$ cat config.mk
export PLATFORM = sky130hd
export DESIGN_NAME = vec_wb_sequencer
export DESIGN_NICKNAME = d
export VERILOG_FILES = /design/src/rtl/vec_pkg.sv /design/src/rtl/vec_byte_strobe.sv /design/src/rtl/vec_wb_sequencer.sv
export SDC_FILE = /design/constraint.sdc
export NUM_CORES = 1
export LEC_CHECK = 0
export ABC_AREA = 1
export BUFFER_PORTS_ARGS = -buffer_cell sky130_fd_sc_hd__buf_2
export CORE_MARGIN = 2
export CORE_UTILIZATION = 61
export CTS_CLUSTER_SIZE = 25
export DETAILED_ROUTE_END_ITERATION = 10
export PLACE_DENSITY_LB_ADDON = 0.3
export RECOVER_POWER = 25
export SYNTH_ARGS = -nofsm -noshare
export SYNTH_HDL_FRONTEND = slang
export SYNTH_HIERARCHICAL = 1
export SYNTH_SLANG_ARGS = --single-unit
$ cat constraint.sdc
create_clock -name clk -period 9.7 [get_ports clk]
set_input_delay 0.485 -clock clk [delete_from_list [all_inputs] [get_ports clk]]
set_output_delay 0.485 -clock clk [all_outputs]
set_load 0.01 [all_outputs]
$ cat src/rtl/vec_pkg.sv
// Shared definitions for the vector write-back path.
//   VLEN / WORD_W   default register width and register-file port width
//   SEW_*           vsew encodings for 8/16/32/64-bit elements
//   wb_state_e      write-back sequencer states
//   vsew_legal()    true for the element-width encodings the lanes support
package vec_pkg;

    localparam int VLEN   = 128;
    localparam int WORD_W = 32;

    localparam logic [2:0] SEW_8  = 3'd0;
    localparam logic [2:0] SEW_16 = 3'd1;
    localparam logic [2:0] SEW_32 = 3'd2;
    localparam logic [2:0] SEW_64 = 3'd3;

    typedef enum logic [1:0] {
        ST_IDLE,
        ST_WRITE,
        ST_FIN
    } wb_state_e;

    function automatic logic vsew_legal(input logic [2:0] vsew);
        return vsew <= SEW_64;
    endfunction

endpackage

$ cat src/rtl/vec_byte_strobe.sv
// Byte-enable generator for one 32-bit register-file word.
//   word_i    word index within the destination register
//   sew_i     element width encoding (legal values only, 0..3)
//   vl_eff_i  active element count, already clamped to the register capacity
//   vm_i      1 = unmasked, 0 = element i gated by mask_i[i]
//   mask_i    v0 contents
//   strb_o    one enable per byte of the word
// Disabled bytes leave the register file contents untouched, which is how
// both the tail and masked-off elements stay undisturbed.
module vec_byte_strobe
    import vec_pkg::*;
#(
    parameter int VLEN = vec_pkg::VLEN
) (
    input  logic [3:0]      word_i,
    input  logic [1:0]      sew_i,
    input  logic [9:0]      vl_eff_i,
    input  logic            vm_i,
    input  logic [VLEN-1:0] mask_i,
    output logic [3:0]      strb_o
);

    logic [9:0] gbyte;
    logic [9:0] elem;

    always_comb begin
        strb_o = '0;
        gbyte  = '0;
        elem   = '0;
        for (int b = 0; b < 4; b++) begin
            gbyte     = {4'd0, word_i, 2'(b)};
            // Element index is the global byte index divided by the element size.
            elem      = gbyte >> sew_i;
            strb_o[b] = (elem < vl_eff_i) && (vm_i || mask_i[elem]);
        end
    end

endmodule

$ cat src/rtl/vec_wb_sequencer.sv
// Vector write-back sequencer: latches a completed VLEN-bit ALU result and
// writes it to the vector register file one 32-bit word per cycle.
//   clk, resetn            clock (rising edge), asynchronous active-low reset
//   start                  one-cycle request, operands valid in that cycle
//   vd_idx, result         destination register and result vector
//   vsew, vl, vm, mask     element width, active length, mask enable, v0
//   rf_ready               register file accepts the current beat
//   rf_we, rf_waddr, rf_wword, rf_wdata, rf_wstrb   write port (combinational)
//   busy, done, err        registered status back to the vector sequencer
module vec_wb_sequencer #(
    parameter int VLEN = vec_pkg::VLEN
) (
    input  logic            clk,
    input  logic            resetn,
    input  logic            start,
    input  logic [4:0]      vd_idx,
    input  logic [VLEN-1:0] result,
    input  logic [2:0]      vsew,
    input  logic [9:0]      vl,
    input  logic            vm,
    input  logic [VLEN-1:0] mask,
    input  logic            rf_ready,
    output logic            rf_we,
    output logic [4:0]      rf_waddr,
    output logic [3:0]      rf_wword,
    output logic [31:0]     rf_wdata,
    output logic [3:0]      rf_wstrb,
    output logic            busy,
    output logic            done,
    output logic            err
);
    import vec_pkg::*;

    localparam int NWORDS = VLEN / WORD_W;

    wb_state_e       state_q, state_d;
    logic [3:0]      word_q, word_d;
    logic            busy_q, busy_d;
    logic            done_q, done_d;
    logic            err_q, err_d;
    logic            latch_en;

    logic [4:0]      vd_q;
    logic [VLEN-1:0] result_q;
    logic [1:0]      sew_q;
    logic [9:0]      vl_q;
    logic            vm_q;
    logic [VLEN-1:0] mask_q;

    logic [10:0]     vl_cap;
    logic [9:0]      vl_eff;
    logic [3:0]      strb;
    logic            in_write;

    // Elements beyond what fits in one register are never written.
    always_comb begin
        vl_cap = 11'((VLEN / 8) >> sew_q);
        vl_eff = ({1'b0, vl_q} < vl_cap) ? vl_q : vl_cap[9:0];
    end

    vec_byte_strobe #(
        .VLEN(VLEN)
    ) u_strobe (
        .word_i  (word_q),
        .sew_i   (sew_q),
        .vl_eff_i(vl_eff),
        .vm_i    (vm_q),
        .mask_i  (mask_q),
        .strb_o  (strb)
    );

    always_comb begin
        state_d  = state_q;
        word_d   = word_q;
        err_d    = err_q;
        latch_en = 1'b0;
        case (state_q)
            ST_IDLE: begin
                if (start) begin
                    latch_en = 1'b1;
                    word_d   = '0;
                    err_d    = !vsew_legal(vsew);
                    state_d  = vsew_legal(vsew) ? ST_WRITE : ST_FIN;
                end
            end
            ST_WRITE: begin
                // An all-zero strobe word is skipped without a write request.
                if ((strb == 4'd0) || rf_ready) begin
                    if (word_q == 4'(NWORDS - 1)) begin
                        state_d = ST_FIN;
                    end else begin
                        word_d = word_q + 4'd1;
                    end
                end
            end
            ST_FIN: begin
                state_d = ST_IDLE;
            end
            default: begin
                state_d = ST_IDLE;
            end
        endcase
        busy_d = (state_d == ST_WRITE);
        done_d = (state_d == ST_FIN);
    end

    always_ff @(posedge clk or negedge resetn) begin
        if (!resetn) begin
            state_q  <= ST_IDLE;
            word_q   <= '0;
            busy_q   <= 1'b0;
            done_q   <= 1'b0;
            err_q    <= 1'b0;
            vd_q     <= '0;
            result_q <= '0;
            sew_q    <= '0;
            vl_q     <= '0;
            vm_q     <= 1'b0;
            mask_q   <= '0;
        end else begin
            state_q <= state_d;
            word_q  <= word_d;
            busy_q  <= busy_d;
            done_q  <= done_d;
            err_q   <= err_d;
            if (latch_en) begin
                vd_q     <= vd_idx;
                result_q <= result;
                sew_q    <= vsew[1:0];
                vl_q     <= vl;
                vm_q     <= vm;
                mask_q   <= mask;
            end
        end
    end

    // Write port depends only on registered state, so it holds through stalls.
    assign in_write = (state_q == ST_WRITE);
    assign rf_we    = in_write && (strb != 4'd0);
    assign rf_waddr = in_write ? vd_q : '0;
    assign rf_wword = in_write ? word_q : '0;
    assign rf_wdata = in_write ? result_q[word_q*WORD_W +: WORD_W] : '0;
    assign rf_wstrb = in_write ? strb : '0;

    assign busy = busy_q;
    assign done = done_q;
    assign err  = err_q;

endmodule

# Yosys cells after proc, flatten, opt, wreduce, memory -nomap -nowiden
# Index checks and enable logic that the tools add are counted.
[classes] eq_ne=7 n_shift=6 addsub=1 muxes=24 n_lt_le_gt_ge=10 reduce_logical=17
[op_table] operator="128-bit by 10-bit variable part select with 32-bit output" n=1
[op_table] operator="10-bit less-than comparator" n=4
[op_table] operator="10-bit by 8-bit less-than comparator with 1-bit output (second input constant)" n=4
[op_table] operator="6-bit by 2-bit >> shifter with 10-bit output" n=4
[op_table] operator="32-bit two-way mux" n=1
[op_table] operator="1-bit binary-select mux with 7-bit select" n=4
[op_table] operator="4-bit two-way mux" n=5
[op_table] operator="10-bit by 11-bit less-than comparator with 1-bit output" n=1
[op_table] operator="5-bit by 2-bit >> shifter with 11-bit output (first input constant)" n=1
[op_table] operator="10-bit two-way mux" n=1
[op_table] operator="2-bit two-way mux" n=4
[op_table] operator="4-bit one-hot mux with 2 select lines" n=1
[op_table] operator="1-bit two-way mux" n=6
[op_table] operator="1-bit logical AND" n=5
[op_table] operator="1-bit logical OR" n=5
[op_table] operator="5-bit two-way mux" n=1
[op_table] operator="4-bit by 1-bit adder with 4-bit output (second input constant)" n=1
[op_table] operator="2-bit by 1-bit == test with 1-bit output (second input constant)" n=2
[op_table] operator="4-bit by 2-bit == test with 1-bit output (second input constant)" n=1
[op_table] operator="4-bit zero test" n=1
[op_table] operator="2-bit inequality test (second input constant)" n=2
[op_table] operator="2-bit one-hot mux with 2 select lines" n=1
[op_table] operator="4-bit AND reduction" n=1
[op_table] operator="4-bit nonzero test" n=1
[op_table] operator="other kinds (7)" n=7
[totals] inputBits=279 register_bits=283 word_cells=76 output_inout_bits=49

# Logic depth before layout (Yosys ltp)
[logic_depth] word_depth=10 ltp_mapped=26 mapped_depth_nobuf=26

# Modules after synthesis
# Netlist, hierarchy kept.
[modules_own_cells] module="vec_wb_sequencer" cells_each=978 area_per_inst_um2=13058.8 instances=1 seq_area_each_um2=7081.8
[modules_own_cells] module="vec_byte_strobe" cells_each=582 area_per_inst_um2=2803.9 instances=1 seq_area_each_um2=0.0

# Worst setup path after synthesis
# Ideal clock, no wire load.
[synth_timing] path_type="register to output" start="reg sew_q[1]" end="out rf_we" t_arrival_ns=2.758 slack_ns=6.457 n_path_buf=0 stages_incl_launch_ff=22 t_required_ns=9.215 cell_sequence="dfrtp_1 -> nor2_1 -> inv_1 -> ha_1 -> nand2_1 -> nand3b_1 -> nor2_1 -> nand2_1 -> nand2_1 -> nand2_1 -> inv_1 -> ha_1 -> nand2_1 -> inv_1 -> o21ai_0 -> a21boi_0 -> a21oi_1 -> o21a_1 -> nand2_1 -> inv_1 -> nor2_1 -> a21oi_1"
[synth_via] elab_chain_cells=7 elab_cells_between_ends=29 classes_between="order compare (5); shift (5); mux (9); reduce/logical (10)"
[synth_lines] element="from (decl)" line_no="vec_wb_sequencer.sv:45" source="logic [1:0] sew_q;"
[synth_lines] element="from (signal assigned)" line_no="vec_wb_sequencer.sv:129" source="sew_q <= vsew[1:0];"
[synth_lines] element="5-bit by 2-bit >> shifter with 11-bit output *" line_no="vec_wb_sequencer.sv:57" source="vl_cap = 11'((VLEN / 8) >> sew_q);"
[synth_lines] element="10-bit by 11-bit less-than comparator with 1-bit output" line_no="vec_wb_sequencer.sv:58" source="vl_eff = ({1'b0, vl_q} < vl_cap) ? vl_q : vl_cap[9:0];"
[synth_lines] element="10-bit two-way mux *" line_no="vec_wb_sequencer.sv:58"
[synth_lines] element="net vl_eff[3]" line_no="vec_wb_sequencer.sv:51" source="logic [9:0] vl_eff;"
[synth_lines] element="10-bit less-than comparator *" line_no="vec_byte_strobe.sv:34" source="strb_o[b] = (elem < vl_eff_i) && (vm_i || mask_i[elem]);"
[synth_lines] element="1-bit logical AND *" line_no="vec_byte_strobe.sv:34"
[synth_lines] element="net strb[1]" line_no="vec_wb_sequencer.sv:52" source="logic [3:0] strb;"
[synth_lines] element="4-bit nonzero test *" line_no="vec_wb_sequencer.sv:139" source="assign rf_we = in_write && (strb != 4'd0);"
[synth_lines] element="1-bit logical AND *" line_no="vec_wb_sequencer.sv:139"
[synth_lines] element="to (decl)" line_no="vec_wb_sequencer.sv:23" source="output logic rf_we,"
# The timed path passes the listed nets; every way through them passes the cells marked *. The select of a mux whose other input is x is not followed.

# Worst setup path in the final report
[layout_timing] start="reg word_q[0]" end="out rf_we"
[layout_via] elab_chain_cells=7 elab_cells_between_ends=26 classes_between="order compare (4); shift (4); mux (8); reduce/logical (10)"
[layout_lines] element="from (decl)" line_no="vec_wb_sequencer.sv:37" source="logic [3:0] word_q, word_d;"
[layout_lines] element="from (signal assigned)" line_no="vec_wb_sequencer.sv:122" source="word_q <= word_d;"
[layout_lines] element="6-bit by 2-bit >> shifter with 10-bit output *" line_no="vec_byte_strobe.sv:33" source="elem = gbyte >> sew_i;"
[layout_lines] element="1-bit binary-select mux with 7-bit select" line_no="vec_byte_strobe.sv:34"
[layout_lines] element="1-bit two-way mux (implied by the code)" line_no="vec_byte_strobe.sv:34"
[layout_lines] element="1-bit logical OR" line_no="vec_byte_strobe.sv:34"
[layout_lines] element="1-bit logical AND *" line_no="vec_byte_strobe.sv:34"
[layout_lines] element="net strb[3]" line_no="vec_wb_sequencer.sv:52"
[layout_lines] element="4-bit nonzero test *" line_no="vec_wb_sequencer.sv:139"
[layout_lines] element="1-bit logical AND *" line_no="vec_wb_sequencer.sv:139"
# Marks and branches as above.

==> impl_metrics.ini <==
[drt]
wl_per_cell_um = 18.15
vias = 11031
drc = 0
firstDrtPassIters = 6
vias_per_cell = 5.695
drtIter0Drc = 809
final_antenna_net_count = 0
totalWireLength_um = 35160

[floorplanning]
rows = 53
io_pins = 328
initial_core_util_pct = 62.61
die_h_um = 151.3
dieWidth_um = 151.3
floorplan.die_area_um2 = 22910
core_um2 = 21150

[clock_network]
clk_pin_slew_ns = 0.06
cts_tree = built
htree_levels = 1
post_cts_resized = 0
clock-sinks = 219
postCtsHoldBufs = 0
clockBufferDepth = 3
cts_buffers = 25
root_buffer = clkbuf_16
post_cts_buffers = 0
clk_latency_ns = 0.54

[setup_path]
start_kind = flop
slowest_stage = nand2_2
cp-end-kind = output pin
crit_chain = buf_4 > inv_1 > nand2_2 > nand3_4 > nand2_2 > nand2_1 > nand2_1 > nand2_1 > nand3_1 > nand3_1 > nand3_1 > nand3_1 > nand3_1 > nand2_1 > inv_1 > nor2_1 > a21oi_1 > buf_2
crit_required_ns = 9.22
worstPathArrival_ns = 4.43
cpPeakStageDelay_ns = 0.69
r2r-start = sew_q[1]
cp_max_fo = 72
rrSetupSlack_ns = 5.43
path_class = flop to output pin
r2r_end = word_q[0]
path_common_cell = nand3_1
reg2reg_depth = 19

[place]
io_buffer_count = 263
preCtsSetupSlack_ns = 5.393
gp_congestion = 0.8889
hpwl_um = 23110

[timing]
hold_viol = 0
report.final.slew_viol_count = 0
worst_pin_slew_ns = 1.070
timing.final.ws_setup_ns = 4.784
relSlewSlack_pct = 28.69
fin_crit_sh_pct = 50.68
tns_ns = 0
min_period_ns = 4.916
rsz0062_at_grt = no
max_freq_ghz = 0.2034
fin_skew_ns = 0.01345
setup_viol = 0

[global_routing]
grt_max_degree = 125
antenna_found_initial = 10
grt_pass1_vias = 11112
globalRouteMet3Util_pct = 8.404
grt-busiest-layer = met2
grt_use_total_pct = 30.66
use_met1_pct = 36.81
grtUsageMet2_pct = 51.02
grt_overflow = 0
grt_pass1_wl_um = 55500

[final_layout]
drive_gt1_share_pct = 32.71
fin_util_pct = 71.82
areaGrowthSynthToFinish_pct = 14.72
nNetsFinal = 1926

[pwr]
max-vdd-ir-drop_mv = 0.2321
leakagePower_nw = 8.029
p_per_area_nw_per_um2 = 407.1

[logic_synthesis]
avgSynthCellArea_um2 = 9.281
yosys_warnings = 6
syn_area_um2 = 13240
postSynthCellCount = 1427

[min_path]
hold_path_class = input pin to asynchronous set/reset pin

[job]
max_cap_violations = 0

[status]
outcome = complete, no violations
## critical path: cells and delay by family (launching register included)
kind	cells	cell delay, ns
buffers and inverters	4	1.03
AOI/OAI and AO/OA	1	0.19
DFF	1	0.36
and+or+nand+nor	13	2.27
## power breakdown
group | total, W | internal, W | switching (W)
clock | 0.000945 | 0.000557 | 0.000387
combinational | 0.00347 | 0.00154 | 0.00193
sequential | 0.00177 | 0.00138 | 0.000393
## per-layer routing
metal  wire [µm]  vias to the layer above
li1            -                     5216
met1       13430                     5185
met2       17000                      507
met3        3157                      117
met4        1519                        6
met5          50                        -
## sequential cells by signal, summed over array words and instances, names as in the netlist
name and cells:
vl_q 10, vm_q 1, done 1, result_q 128, vd_q 5, mask_q 64
state_q 2, busy 1, err 1, word_q 4, sew_q 2
## cell usage in the layout (no fill, tap or decap), drive strengths merged
cell	n
buf	273
nand2	253
nand3	245
dfrtp	219
mux2	198
nor2	182
o21ai	81
inv	72
a21oi	51
clkbuf	29
diode	11
o211ai	11
ha	11
clkinv	7
conb	5
o22ai	2
nand3b	2
nand4	2
bufinv	2
xnor2	1
clkinvlp	1
nor3	1
nor4	1
a21boi	1
o21a	1
## layout make-up
cell class	count	area, µm²
well taps	275	344.1
clock inverters	13	142.6
inverters	69	261.5
repair buffers	273	1401
clock buffers	29	680.7
multi-input cells	1048	6854
fillers	1567	5961
flip-flops and latches	219	5482
diodes	11	27.53
## stage by stage
step | hold slack (ns) | power, W | area (µm²) | cells
3_5_place_dp | 0.4776 | 0.005183 | 14340 | 1884
5_1_grt | 0.1334 | 0.006654 | 15180 | 1932
4_1_cts | 0.08709 | 0.006166 | 15170 | 1926
2_1_floorplan | 0.1894 | 0.004420 | 13260 | 1431
6_report | 0.05842 | 0.006185 | 15190 | 1937
3_3_place_gp | 0.4683 | 0.005073 | 14340 | 1884
## worst max-delay path by stage
stage,from,endpoint,slack [ns]
finish,word_q[0],rf_we,4.78
global route,word_q[0],rf_we,4.42
CTS,word_q[0],rf_we,4.83
detailed placement,word_q[0],rf_we,5.39
global placement,word_q[0],rf_we,5.41
floorplan,sew_q[1],rf_we,6.46
Power figures use the tool's default switching activity.
